<file path="src/rtl/addr_sreg_ctr.sv">
// ---------------------------------------------------------------------------
// addr_sreg_ctr
//
// Serial-load address register with auto-step counter and serial readback.
// The MCU shifts a DWIDTH-bit address into a shadow register (MSB first)
// while en_n is low. When en_n rises, the shadow is committed to the live
// address only if exactly DWIDTH bits were shifted; otherwise the sticky
// frame_err flag is set. Between frames, each clock with counter_n low steps
// the live address up or down by STEP, wrapping or saturating.
// The previous live address is shifted out on sout during each load.
//
// Ports:
//   clk        system clock, rising edge
//   rst_n      asynchronous active-low reset
//   in         serial data in, sampled while en_n = 0
//   en_n       active-low shift enable / frame window
//   counter_n  active-low step strobe, one step per clk while low
//   dir        step direction: 0 = up (+STEP), 1 = down (-STEP)
//   out        live address
//   sout       serial readback (MSB of readback register)
//   frame_err  sticky: last frame had a wrong bit count
//   busy       1 while a frame is in progress (registered en_n inverted)
//   debug      {en_n, frame_err, out[5:0]}
// ---------------------------------------------------------------------------
module addr_sreg_ctr #(
    parameter int DWIDTH = 21,
    parameter int STEP   = 1,
    parameter int WRAP   = 1
) (
    input  logic              clk,
    input  logic              rst_n,
    input  logic              in,
    input  logic              en_n,
    input  logic              counter_n,
    input  logic              dir,
    output logic [DWIDTH-1:0] out,
    output logic              sout,
    output logic              frame_err,
    output logic              busy,
    output logic [7:0]        debug
);

    // Counter holds 0..DWIDTH+1; DWIDTH+1 marks an overrun and sticks there.
    localparam int CW = $clog2(DWIDTH + 2);
    localparam logic [CW-1:0]     CNT_FULL = CW'(DWIDTH);
    localparam logic [CW-1:0]     CNT_SAT  = CW'(DWIDTH + 1);
    localparam logic [DWIDTH-1:0] STEP_V   = DWIDTH'(STEP);

    logic [DWIDTH-1:0] shadow_reg, shadow_next;
    logic [DWIDTH-1:0] out_reg,    out_next;
    logic [DWIDTH-1:0] rb_reg,     rb_next;
    logic [CW-1:0]     bitcnt_reg, bitcnt_next;
    logic              frame_err_reg, frame_err_next;
    logic              en_q_reg;

    logic              frame_start;
    logic              frame_end;
    logic              idle;
    logic [DWIDTH:0]   sum_up;
    logic [DWIDTH:0]   diff_dn;
    logic [DWIDTH-1:0] stepped;

    assign frame_start = ~en_n & en_q_reg;
    assign frame_end   = en_n & ~en_q_reg;
    assign idle        = en_n & en_q_reg;

    // One extra bit on each side exposes carry (up) or borrow (down).
    assign sum_up  = {1'b0, out_reg} + {1'b0, STEP_V};
    assign diff_dn = {1'b0, out_reg} - {1'b0, STEP_V};

    always_comb begin
        stepped = out_reg;
        if (dir) begin
            if (diff_dn[DWIDTH] && (WRAP == 0))
                stepped = '0;
            else
                stepped = diff_dn[DWIDTH-1:0];
        end else begin
            if (sum_up[DWIDTH] && (WRAP == 0))
                stepped = '1;
            else
                stepped = sum_up[DWIDTH-1:0];
        end
    end

    // Commit on frame end takes priority; stepping only happens when idle.
    always_comb begin
        out_next = out_reg;
        if (frame_end) begin
            if (bitcnt_reg == CNT_FULL)
                out_next = shadow_reg;
        end else if (idle && !counter_n) begin
            out_next = stepped;
        end
    end

    always_comb begin
        shadow_next    = shadow_reg;
        bitcnt_next    = bitcnt_reg;
        frame_err_next = frame_err_reg;
        if (!en_n) begin
            shadow_next = {shadow_reg[DWIDTH-2:0], in};
            if (frame_start) begin
                bitcnt_next    = CW'(1);
                frame_err_next = 1'b0;
            end else if (bitcnt_reg != CNT_SAT) begin
                bitcnt_next = bitcnt_reg + CW'(1);
            end
        end else if (frame_end) begin
            bitcnt_next = '0;
            if (bitcnt_reg != CNT_FULL)
                frame_err_next = 1'b1;
        end
    end

    // Readback tracks the address the register is about to hold, so the
    // first shift edge already sees its MSB on sout.
    assign rb_next = en_n ? out_next : {rb_reg[DWIDTH-2:0], 1'b0};

    always_ff @(posedge clk or negedge rst_n) begin
        if (!rst_n) begin
            shadow_reg    <= '0;
            out_reg       <= '0;
            rb_reg        <= '0;
            bitcnt_reg    <= '0;
            frame_err_reg <= 1'b0;
            en_q_reg      <= 1'b1;
        end else begin
            shadow_reg    <= shadow_next;
            out_reg       <= out_next;
            rb_reg        <= rb_next;
            bitcnt_reg    <= bitcnt_next;
            frame_err_reg <= frame_err_next;
            en_q_reg      <= en_n;
        end
    end

    assign out       = out_reg;
    assign sout      = rb_reg[DWIDTH-1];
    assign frame_err = frame_err_reg;
    assign busy      = ~en_q_reg;

    // Narrow addresses are zero-extended into the debug byte.
    generate
        if (DWIDTH >= 6) begin : g_dbg_wide
            assign debug = {en_n, frame_err_reg, out_reg[5:0]};
        end else begin : g_dbg_narrow
            assign debug = {en_n, frame_err_reg, {(6-DWIDTH){1'b0}}, out_reg};
        end
    endgenerate

endmodule

</file>
<file path="config.mk">
export PLATFORM = sky130hd
export DESIGN_NAME = addr_sreg_ctr
export DESIGN_NICKNAME = d
export VERILOG_FILES = /design/src/rtl/addr_sreg_ctr.sv
export SDC_FILE = /design/constraint.sdc
export NUM_CORES = 1
export LEC_CHECK = 0
export BUFFER_PORTS_ARGS = -buffer_cell sky130_fd_sc_hd__buf_4
export CELL_PAD_IN_SITES_DETAIL_PLACEMENT = 1
export CELL_PAD_IN_SITES_GLOBAL_PLACEMENT = 1
export CORE_ASPECT_RATIO = 0.5
export CORE_MARGIN = 3
export CORE_UTILIZATION = 35
export DETAILED_ROUTE_END_ITERATION = 10
export MAX_ROUTING_LAYER = met4
export PLACE_DENSITY_LB_ADDON = 0.3
export SETUP_SLACK_MARGIN = 0.02
export SYNTH_ARGS = -nofsm -noshare
export SYNTH_HDL_FRONTEND = slang
export SYNTH_SLANG_ARGS = --single-unit
export TNS_END_PERCENT = 100
</file>
<file path="constraint.sdc">
create_clock -name clk -period 2.6 [get_ports clk]
set_clock_uncertainty 0.1 [all_clocks]
set_input_delay 0.78 -clock clk [delete_from_list [all_inputs] [get_ports clk]]
set_output_delay 0.78 -clock clk [all_outputs]
set_load 0.05 [all_outputs]
</file>
==> metrics.txt, run 1 <==
Pleak=0.00253 µW; setup TNS=-0.185 ns; die width=158 µm; Seq/Total Area, Yosys=43.5%; GRT Overall Usage=21.8%; CTS tree=built; Synth cell types=53; Root Driver=clkbuf_16; number of CTS-inserted buffers=9; outcome=complete, but fails checks; Routed Antenna Nets=0; crit-path max cell delay=0.34 ns; drt pass-1 iters=4; Max clock buf depth=2; post-synthesis register bit count=70; Die Height=81.9 µm; htree depth=3; global route overflow=0; Top FF cell, synth=dfrtp_1; Critical Path End=out[20]$_DFF_PN0_; max frequency=373 MHz; Syn Area/Cell=10.5 µm²; min cycle time layout=2.68 ns; CTS Hold Bufs=0; dpl cells=612; largest net degree at the start of global routing=37; pwr dens=1300 mW/mm²; detailed-route vias per instance=5.49; most frequent cells in the layout=buf_4 (114), dfrtp_1 (67), mux2_2 (35); Slew Limit Fails=0; Worst R2R Setup Slack=-0.06 ns; IO Pins=38; DRC=0; worst-margin pin slew=0.528 ns; WP data arrival=2.83 ns; # rows=27; vias in the first global route=3742; number of flops mapped to enable cells by yosys=0; CP cell instances=buf_16, inv_8, fa_2, nand2b_4, a21o_1, a31o_4, o21ai_4, nor2b_4, o211ai_1, buf_4, buf_6, o311ai_4; Synth Net Count=414; CTS Sinks=70; initial antenna violation count=0; Setup Crit Path Kind=input pin to flip-flop; Worst setup EP type=flip-flop; CP max FO=6; Final #Nets=524; Hold Fails Final Rpt=0; clk slew on worst S/H paths=0.06 ns; Placed Instance Area=0.00505 mm²; worst setup margin=-0.0818 ns; first-pass GRT wire length=20.6 mm; Port Buffer Count=37; post-route cell area=0.00570 mm²; beginning of the critical path=dir; Post-Route WL=13.3 mm; Yosys warning count=0; commonest non-fill, non-tap cell in the layout=buf_4; core box area=0.0111 mm²; headroom to the max-slew limit=64.8%; Worst path slowest cell=fa_2; clk_lat worst skew=0.35 ns; Filler cells=1176; Cells after Synth=385; worst r2r dst=out[20]$_DFF_PN0_; cell area after synthesis=0.00403 mm²; diodes inserted=0; Layout area overhead=41.2%; share of post-route cells with drive strength above 1=45.6%; required time worst endpoint=2.75 ns; Final Total Pwr=7420 µW; MaxCap Viol Count=0; Die ar.=0.0129 mm²; Post-Layout Cell Count=645; Worst Reg-to-Reg Cells=11; Critical R2R Launch=out[1]$_DFF_PN0_; Critical Path Start Type=input pin; Starting DRT DRC Count=127; RSZ-0062 raised after global routing=true; Initial Util=36.3%; Tcrit/Tclk final=103%; placer congestion estimate=0.871; Final setup viols=5; Worst Hold Margin=0.306 ns; Tightest Hold Check Type=input pin to async pin; Peak VDD IR=0.611 mV; dpl hpwl=8.75 mm; via count=3538; failing checks=setup timing; Post-synth ARST share=100%; post-DR wirelength/cell=20.6 µm
[where the power goes]
group          leakage, µW  internal, µW  switching (µW)
sequential        0.000818          1530             406
clock             0.000142           721             476
combinational      0.00156          1960            2330
total              0.00253          4210            3210
[layout make-up]
cell class	instances	area [µm²]	share of cell area, %
clock buffer	13	270	4.75
clock inverter	3	17.5	0.308
inverter	11	48.8	0.857
multi-input combinational	281	2430	42.6
sequential	70	1760	30.8
tap	145	181	3.19
timing repair buffer	122	996	17.5
[critical path: cells and delay by family]
family	cells	cell delay [ns]
compound gates	5	0.94
simple gates	2	0.33
buf+inv	4	0.43
fa+ha+maj	1	0.34
[kinds of logic (layout without fill, tap and decap cells)]
family,count (synthesis),count (layout),synth area share (%)
AOI/OAI and AO/OA,110,110,18.6
xor gates and xnor gates,18,18,3.91
adders and majority gates,23,23,7.32
buffers and inverters,34,149,3.97
DFF,70,70,43.5
muxes,45,45,12.4
and+or+nand+nor,85,85,10.3
[repair_timing]
action,CTS,global route
pin swaps,17,12
hold endpoints to repair,0,0
resized for setup,18,22
buffers inserted,10,6
gates cloned,1,0
endpoints found under the setup margin,16,16
[Yosys cell counts (all sizes together), types with 4 or more instances]
master	n	share of area (%)
o21a	4	0.74
a211oi	5	1.1
xnor2	11	2.4
nand3	10	1.2
inv	11	1.0
mux2	38	11
clkbuf	12	1.1
a31oi	5	0.78
nand4	4	0.62
o21ai	16	2.1
nand2b	9	1.4
o211ai	8	1.7
o22ai	12	1.9
dfrtp	69	43
a21o	8	1.5
a22oi	5	0.93
buf	11	1.8
nor3	4	0.74
nor2	22	2.1
a21oi	29	3.7
nand2	25	2.3
xor2	7	1.5
mux2i	7	1.7
nor2b	4	0.81
ha	22	6.8
[how the worst min path moves through the flow]
stage | from | endpoint | slack [ns] | depth (start not counted)
global route | rst_n | frame_err$_DFFE_PN0P_ | 0.35 | 1
floorplan | rb_reg[9]$_DFF_PN0_ | rb_reg[10]$_DFF_PN0_ | 0.36 | 1
CTS | rst_n | frame_err$_DFFE_PN0P_ | 0.34 | 1
global placement | rb_reg[6]$_DFF_PN0_ | rb_reg[7]$_DFF_PN0_ | 0.37 | 1
detailed placement | rb_reg[0]$_DFF_PN0_ | rb_reg[1]$_DFF_PN0_ | 0.37 | 1
finish | rst_n | frame_err$_DFFE_PN0P_ | 0.31 | 1
[metrics by stage]
| stage | setup WS [ns] | util (%) |
|---|---|---|
| 2_1_floorplan | -0.0166 | - |
| 3_3_place_gp | -0.568 | 45.4 |
| 3_5_place_dp | -0.636 | 45.4 |
| 4_1_cts | -0.0720 | 49.8 |
| 5_1_grt | -0.134 | 51.2 |
| 6_report | -0.0818 | 51.2 |
[layer usage]
layer	vias up	global-route usage, %	wire [µm]
li1	1631	-	-
met1	1814	27.3	6020
met2	63	34.2	6470
met3	30	5.05	434
met4	0	9.87	379
met5	-	-	0
(Power assumes the default switching activity.)
==> run 2, diff against run 1 <==
Settings changed: PLACE_DENSITY_LB_ADDON 0.3 to 0.1.
==> run 2 against run 1 <==
The run still ends with setup timing left. Clock power rose by 28%. Setup slack improved by 0.069 ns. Sequential power barely moved. Global-route usage fell by 0.18 points. Final cell count fell by 0.78%. Highest routed layer unchanged.
==> metrics.txt, run 2 (same netlist as run 1, synthesis figures left out) <==
Worst Reg-to-Reg Cells=10 (-1); clk_lat worst skew=0.33 ns (-0.02 ns); Worst Hold Margin=0.306 ns (+0.000816 ns); Die ar.=0.0129 mm² (unchanged); max frequency=383 MHz (+2.6%); failing checks=setup timing; outcome=complete, but fails checks; Max clock buf depth=2 (unchanged); initial antenna violation count=0 (unchanged); global route overflow=0 (unchanged); commonest non-fill, non-tap cell in the layout=buf_4; Die Height=81.9 µm (unchanged); largest net degree at the start of global routing=37 (unchanged); required time worst endpoint=2.72 ns (-0.03 ns); share of post-route cells with drive strength above 1=44.6% (-0.95 points); Final #Nets=519 (-0.95%); Layout area overhead=41.7%; Critical R2R Launch=out[1]$_DFF_PN0_; CP max FO=7 (+1); placer congestion estimate=1.02 (+17%); GRT Overall Usage=21.7% (-0.18 points); Placed Instance Area=0.00510 mm² (+1.1%); IO Pins=38 (unchanged); most frequent cells in the layout=buf_4 (113), dfrtp_1 (67), mux2_2 (36); Peak VDD IR=0.593 mV (-2.9%); Post-Route WL=12.7 mm (-4.2%); Final setup viols=2 (-3); post-layout util=51.4% (+0.19 points); Starting DRT DRC Count=104 (-18%); Initial Util=36.3% (unchanged); CTS Sinks=70 (unchanged); DRC=0 (unchanged); Root Driver=clkbuf_16; post-route cell area=0.00572 mm² (+0.37%); Tcrit/Tclk final=101% (-2.6 points); first-pass GRT wire length=20.7 mm (+0.30%); Hold Fails Final Rpt=0 (unchanged); MaxCap Viol Count=0 (unchanged); Pleak=0.00252 µW (-0.18%); pwr dens=1330 mW/mm² (+1.9%); Worst setup EP type=flip-flop; vias in the first global route=3766 (+0.64%); worst r2r dst=rb_reg[20]$_DFF_PN0_; Slew Limit Fails=0 (unchanged); drt pass-1 iters=6 (+2); via count=3445 (-2.6%); core box area=0.0111 mm² (unchanged); # rows=27 (unchanged); post-DR wirelength/cell=19.9 µm (-3.5%); headroom to the max-slew limit=67.8% (+3.0 points); detailed-route vias per instance=5.38 (-1.9%); Setup Crit Path Kind=input pin to flip-flop; Tightest Hold Check Type=input pin to async pin; CTS tree=built; Final Total Pwr=7590 µW (+2.3%); Port Buffer Count=37 (unchanged); dpl hpwl=9.12 mm (+4.2%); Routed Antenna Nets=0 (unchanged); dpl ws=-0.627 ns (+0.00961 ns); die width=158 µm (unchanged); number of CTS-inserted buffers=9 (unchanged); diodes inserted=0 (unchanged); worst-margin pin slew=0.483 ns (-0.0454 ns); min cycle time layout=2.61 ns (-0.0686 ns); Filler cells=1200 (+2.0%); Worst R2R Setup Slack=0.06 ns (+0.12 ns); clk slew on worst S/H paths=0.06 ns (about the same); WP data arrival=2.73 ns (-0.10 ns); Critical Path Start Type=input pin; RSZ-0062 raised after global routing=true; htree depth=3 (unchanged); worst setup margin=-0.0133 ns (+0.0686 ns)
run 2: cell types whose count changed in the layout (fill, tap and decap cells not counted), moves of 2 or more:
cell	before	now
buf_6	4	1
bufinv_16	0	4
clkbuf_8	3	1
ha_1	11	7
ha_4	10	13
nand2_1	23	25
nand2_2	2	0
o21ai_1	3	5
run 2: worst max path at each step:
stage                     startpoint                   end  slack (ns)  cells past startpoint
after floorplan                  dir  rb_reg[15]$_DFF_PN0_       -0.02                      9
after global placement           dir  rb_reg[17]$_DFF_PN0_       -0.51                     10
after detailed placement         dir  rb_reg[17]$_DFF_PN0_       -0.63                     10
after CTS                        dir  rb_reg[20]$_DFF_PN0_      -0.003                     11
after global routing             dir     out[19]$_DFF_PN0_       -0.09                     10
final                            dir  rb_reg[15]$_DFF_PN0_       -0.01                     10
run 2: per-layer routing:
metal | up-vias | global-route usage, % | part of all wire, %
met5 | - | - | 0
met4 | 0 | 6.41 | 1.7
met3 | 17 | 4.21 | 2.8
met2 | 62 | 35.2 | 47
met1 | 1748 | 27.8 | 48
li1 | 1618 | - | -
run 2: metrics by stage:
step	TNS [ns]	std cells
finish	-0.0144	640
global route	-0.342	640
CTS	-0.00295	638
detailed placement	-9.71	621
global placement	-8.72	621
floorplan	-0.0246	385
run 2: critical path, cell delays in order:
cell	delay, ns
buf_16	0.13
ha_4	0.23
a211oi_4	0.24
o211ai_2	0.14
a41oi_2	0.23
o21ai_2	0.11
a221o_1	0.38
nor3_2	0.15
nor3_2	0.08
mux2_4	0.25
run 2: power by group:
group	internal (µW)	switching, µW	total (µW)
combinational	1900	2230	4130
sequential	1530	401	1930
clock	1060	476	1530
total	4480	3110	7590
run 2: timing repair:
item                       4_1_cts  5_1_grt
gates cloned                     1        0
setup buffers                    0        2
pin swaps                        4        9
gates resized for setup         22       12
hold buffers                     0        0
setup endpoints to repair       16       13
run 2: cell type report:
| cell class | count | area [µm²] | area share, % |
|---|---|---|---|
| clock inverters | 6 | 133 | 2.32 |
| inverters | 11 | 48.8 | 0.854 |
| repair buffers | 117 | 935 | 16.3 |
| flip-flops and latches | 70 | 1760 | 30.7 |
| multi-input cells | 281 | 2420 | 42.4 |
| well taps | 145 | 181 | 3.17 |
| clock buffers | 10 | 239 | 4.18 |
==> run 3, diff against run 2 <==
Settings changed: CORE_MARGIN 3 to 2.
==> run 3 against run 2 <==
The run still ends with setup timing left. Die area shrank 3.7%. First-iteration DRC count is 43% higher. Combinational power is 1% higher. Sequential cell count unchanged. Sequential power is essentially flat. Critical path type unchanged.
==> metrics.txt, run 3 (same netlist as run 1, synthesis figures left out) <==
Critical Path Start Type=input pin; startpoint of the worst hold path=rb_reg[0]$_DFF_PN0_; worst r2r dst=out[20]$_DFF_PN0_; global route overflow=0 (unchanged); via count=3445 (unchanged); Final Total Pwr=7430 µW (-2.2%); Root Driver=clkbuf_16; outcome=complete, but fails checks; initial antenna violation count=0 (unchanged); Final setup viols=7 (+5); Die Height=79.9 µm (-2.4%); Port Buffer Count=37 (unchanged); Setup Crit Path Kind=input pin to flip-flop; clk slew on worst S/H paths=0.06 ns (about the same); Layout area overhead=41.2%; worst-margin pin slew=0.899 ns (+0.417 ns); Hold Fails Final Rpt=0 (unchanged); Final #Nets=521 (+0.39%); Worst R2R Setup Slack=-0.03 ns (-0.09 ns); Peak VDD IR=0.682 mV (+15%); Tcrit/Tclk final=103% (+2.5 points); required time worst endpoint=2.70 ns (-0.02 ns); Critical R2R Launch=out[1]$_DFF_PN0_; Worst Reg-to-Reg Cells=11 (+1); Slew Limit Fails=0 (unchanged); DRC=0 (unchanged); CP max FO=7 (unchanged); GRT Overall Usage=22.0% (+0.31 points); worst setup margin=-0.0778 ns (-0.0646 ns); Post-Route WL=12.6 mm (-1.3%); largest net degree at the start of global routing=71 (+92%); number of CTS-inserted buffers=9 (unchanged); CTS Hold Bufs=0 (unchanged); Pleak=0.00251 µW (-0.42%); CTS tree=built; min cycle time layout=2.68 ns (+0.0646 ns); Worst setup EP type=flip-flop; max frequency=373 MHz (-2.4%); detailed-route vias per instance=5.37 (-0.31%); die width=156 µm (-1.3%); setup TNS=-0.330 ns (-0.316 ns); Initial Util=36.3% (unchanged); dpl cells=616 (-0.81%); commonest non-fill, non-tap cell in the layout=buf_4; Max clock buf depth=2 (unchanged); Tightest Hold Check Type=flip-flop to flip-flop; WHS Path Cells=1; Routed Antenna Nets=0 (unchanged); share of post-route cells with drive strength above 1=45.3% (+0.63 points); failing checks=setup timing; placer congestion estimate=0.835 (-18%); Die ar.=0.0125 mm² (-3.7%); drt pass-1 iters=4 (-2); Worst Hold Endpoint=rb_reg[1]$_DFF_PN0_; # rows=27 (unchanged); dpl ws=-0.652 ns (-0.0254 ns); first-pass GRT wire length=20.3 mm (-1.7%); IO Pins=38 (unchanged); CTS Sinks=70 (unchanged); diodes inserted=0 (unchanged); post-DR wirelength/cell=19.6 µm (-1.6%); Starting DRT DRC Count=149 (+43%); MaxCap Viol Count=0 (unchanged); clk_lat worst skew=0.34 ns (about the same); htree depth=3 (unchanged); dpl hpwl=8.81 mm (-3.4%); WP data arrival=2.78 ns (+0.05 ns); core box area=0.0111 mm² (unchanged); vias in the first global route=3674 (-2.4%); headroom to the max-slew limit=40.0% (-28 points); Filler cells=1189 (-0.92%); most frequent cells in the layout=buf_4 (113), dfrtp_1 (67), mux2_2 (36); Post-Layout Cell Count=642 (+0.31%); post-layout util=51.2% (-0.20 points); pwr dens=1300 mW/mm² (-1.8%); RSZ-0062 raised after global routing=true
## run 3: cell types whose count changed in the layout (fill, tap and decap cells not counted), sizes merged
cell / previous run / this run
clkinvlp: 1 / 0
bufinv: 4 / 2
clkinv: 1 / 3
inv: 11 / 12
buf: 117 / 119
## run 3: per-layer routing
metal	wire length (µm)	global-route usage, %	vias to the layer above
met5	0	-	-
li1	-	-	1625
met3	570	4.45	13
met1	6180	29.7	1745
met4	106	4.04	0
met2	5710	34.8	62
## run 3: worst max path at each step
stage / from / endpoint / slack (ns)
4_1_cts: dir / out[20]$_DFF_PN0_ / 0.001
2_1_floorplan: dir / rb_reg[15]$_DFF_PN0_ / -0.02
3_5_place_dp: dir / rb_reg[20]$_DFF_PN0_ / -0.65
6_report: dir / out[20]$_DFF_PN0_ / -0.08
5_1_grt: dir / rb_reg[20]$_DFF_PN0_ / -0.13
3_3_place_gp: dir / rb_reg[15]$_DFF_PN0_ / -0.56
## run 3: repair_timing
item / 4_1_cts / 5_1_grt
buffers inserted: 6 / 3
endpoints found under the setup margin: 16 / 10
gates resized for setup: 26 / 14
cloned: 1 / 0
pin swaps: 11 / 7
## run 3: cell type report
class                      instances  area [µm²]  share of cell area, %
multi-input combinational        281        2430                   42.6
sequential                        70        1760                   30.8
timing repair buffer             119         957                   16.8
clock buffer                      10         229                   4.02
tap                              145         181                   3.19
clock inverter                     6        95.1                   1.67
inverter                          11        48.8                  0.857
## run 3: power by group
part	total, µW	internal (µW)	switching, µW
Sequential	1920	1530	396
Combinational	4170	1930	2240
Clock	1330	848	486
Total	7430	4310	3120
## run 3: critical path, stage by stage
cell	delay (ns)
buf_16	0.13
inv_8	0.03
fa_2	0.34
nand2b_4	0.15
a21o_1	0.17
a31o_4	0.24
o21ai_4	0.19
nor2b_4	0.18
o211ai_1	0.18
buf_4	0.19
nand2_1	0.08
o311ai_2	0.10
## run 3: stage by stage
step / hold slack, ns / area, µm²
final: 0.384 / 5690
after global routing: 0.405 / 5690
after CTS: 0.387 / 5610
after detailed placement: 0.372 / 5070
after global placement: 0.365 / 5070
after floorplan: 0.356 / 4170
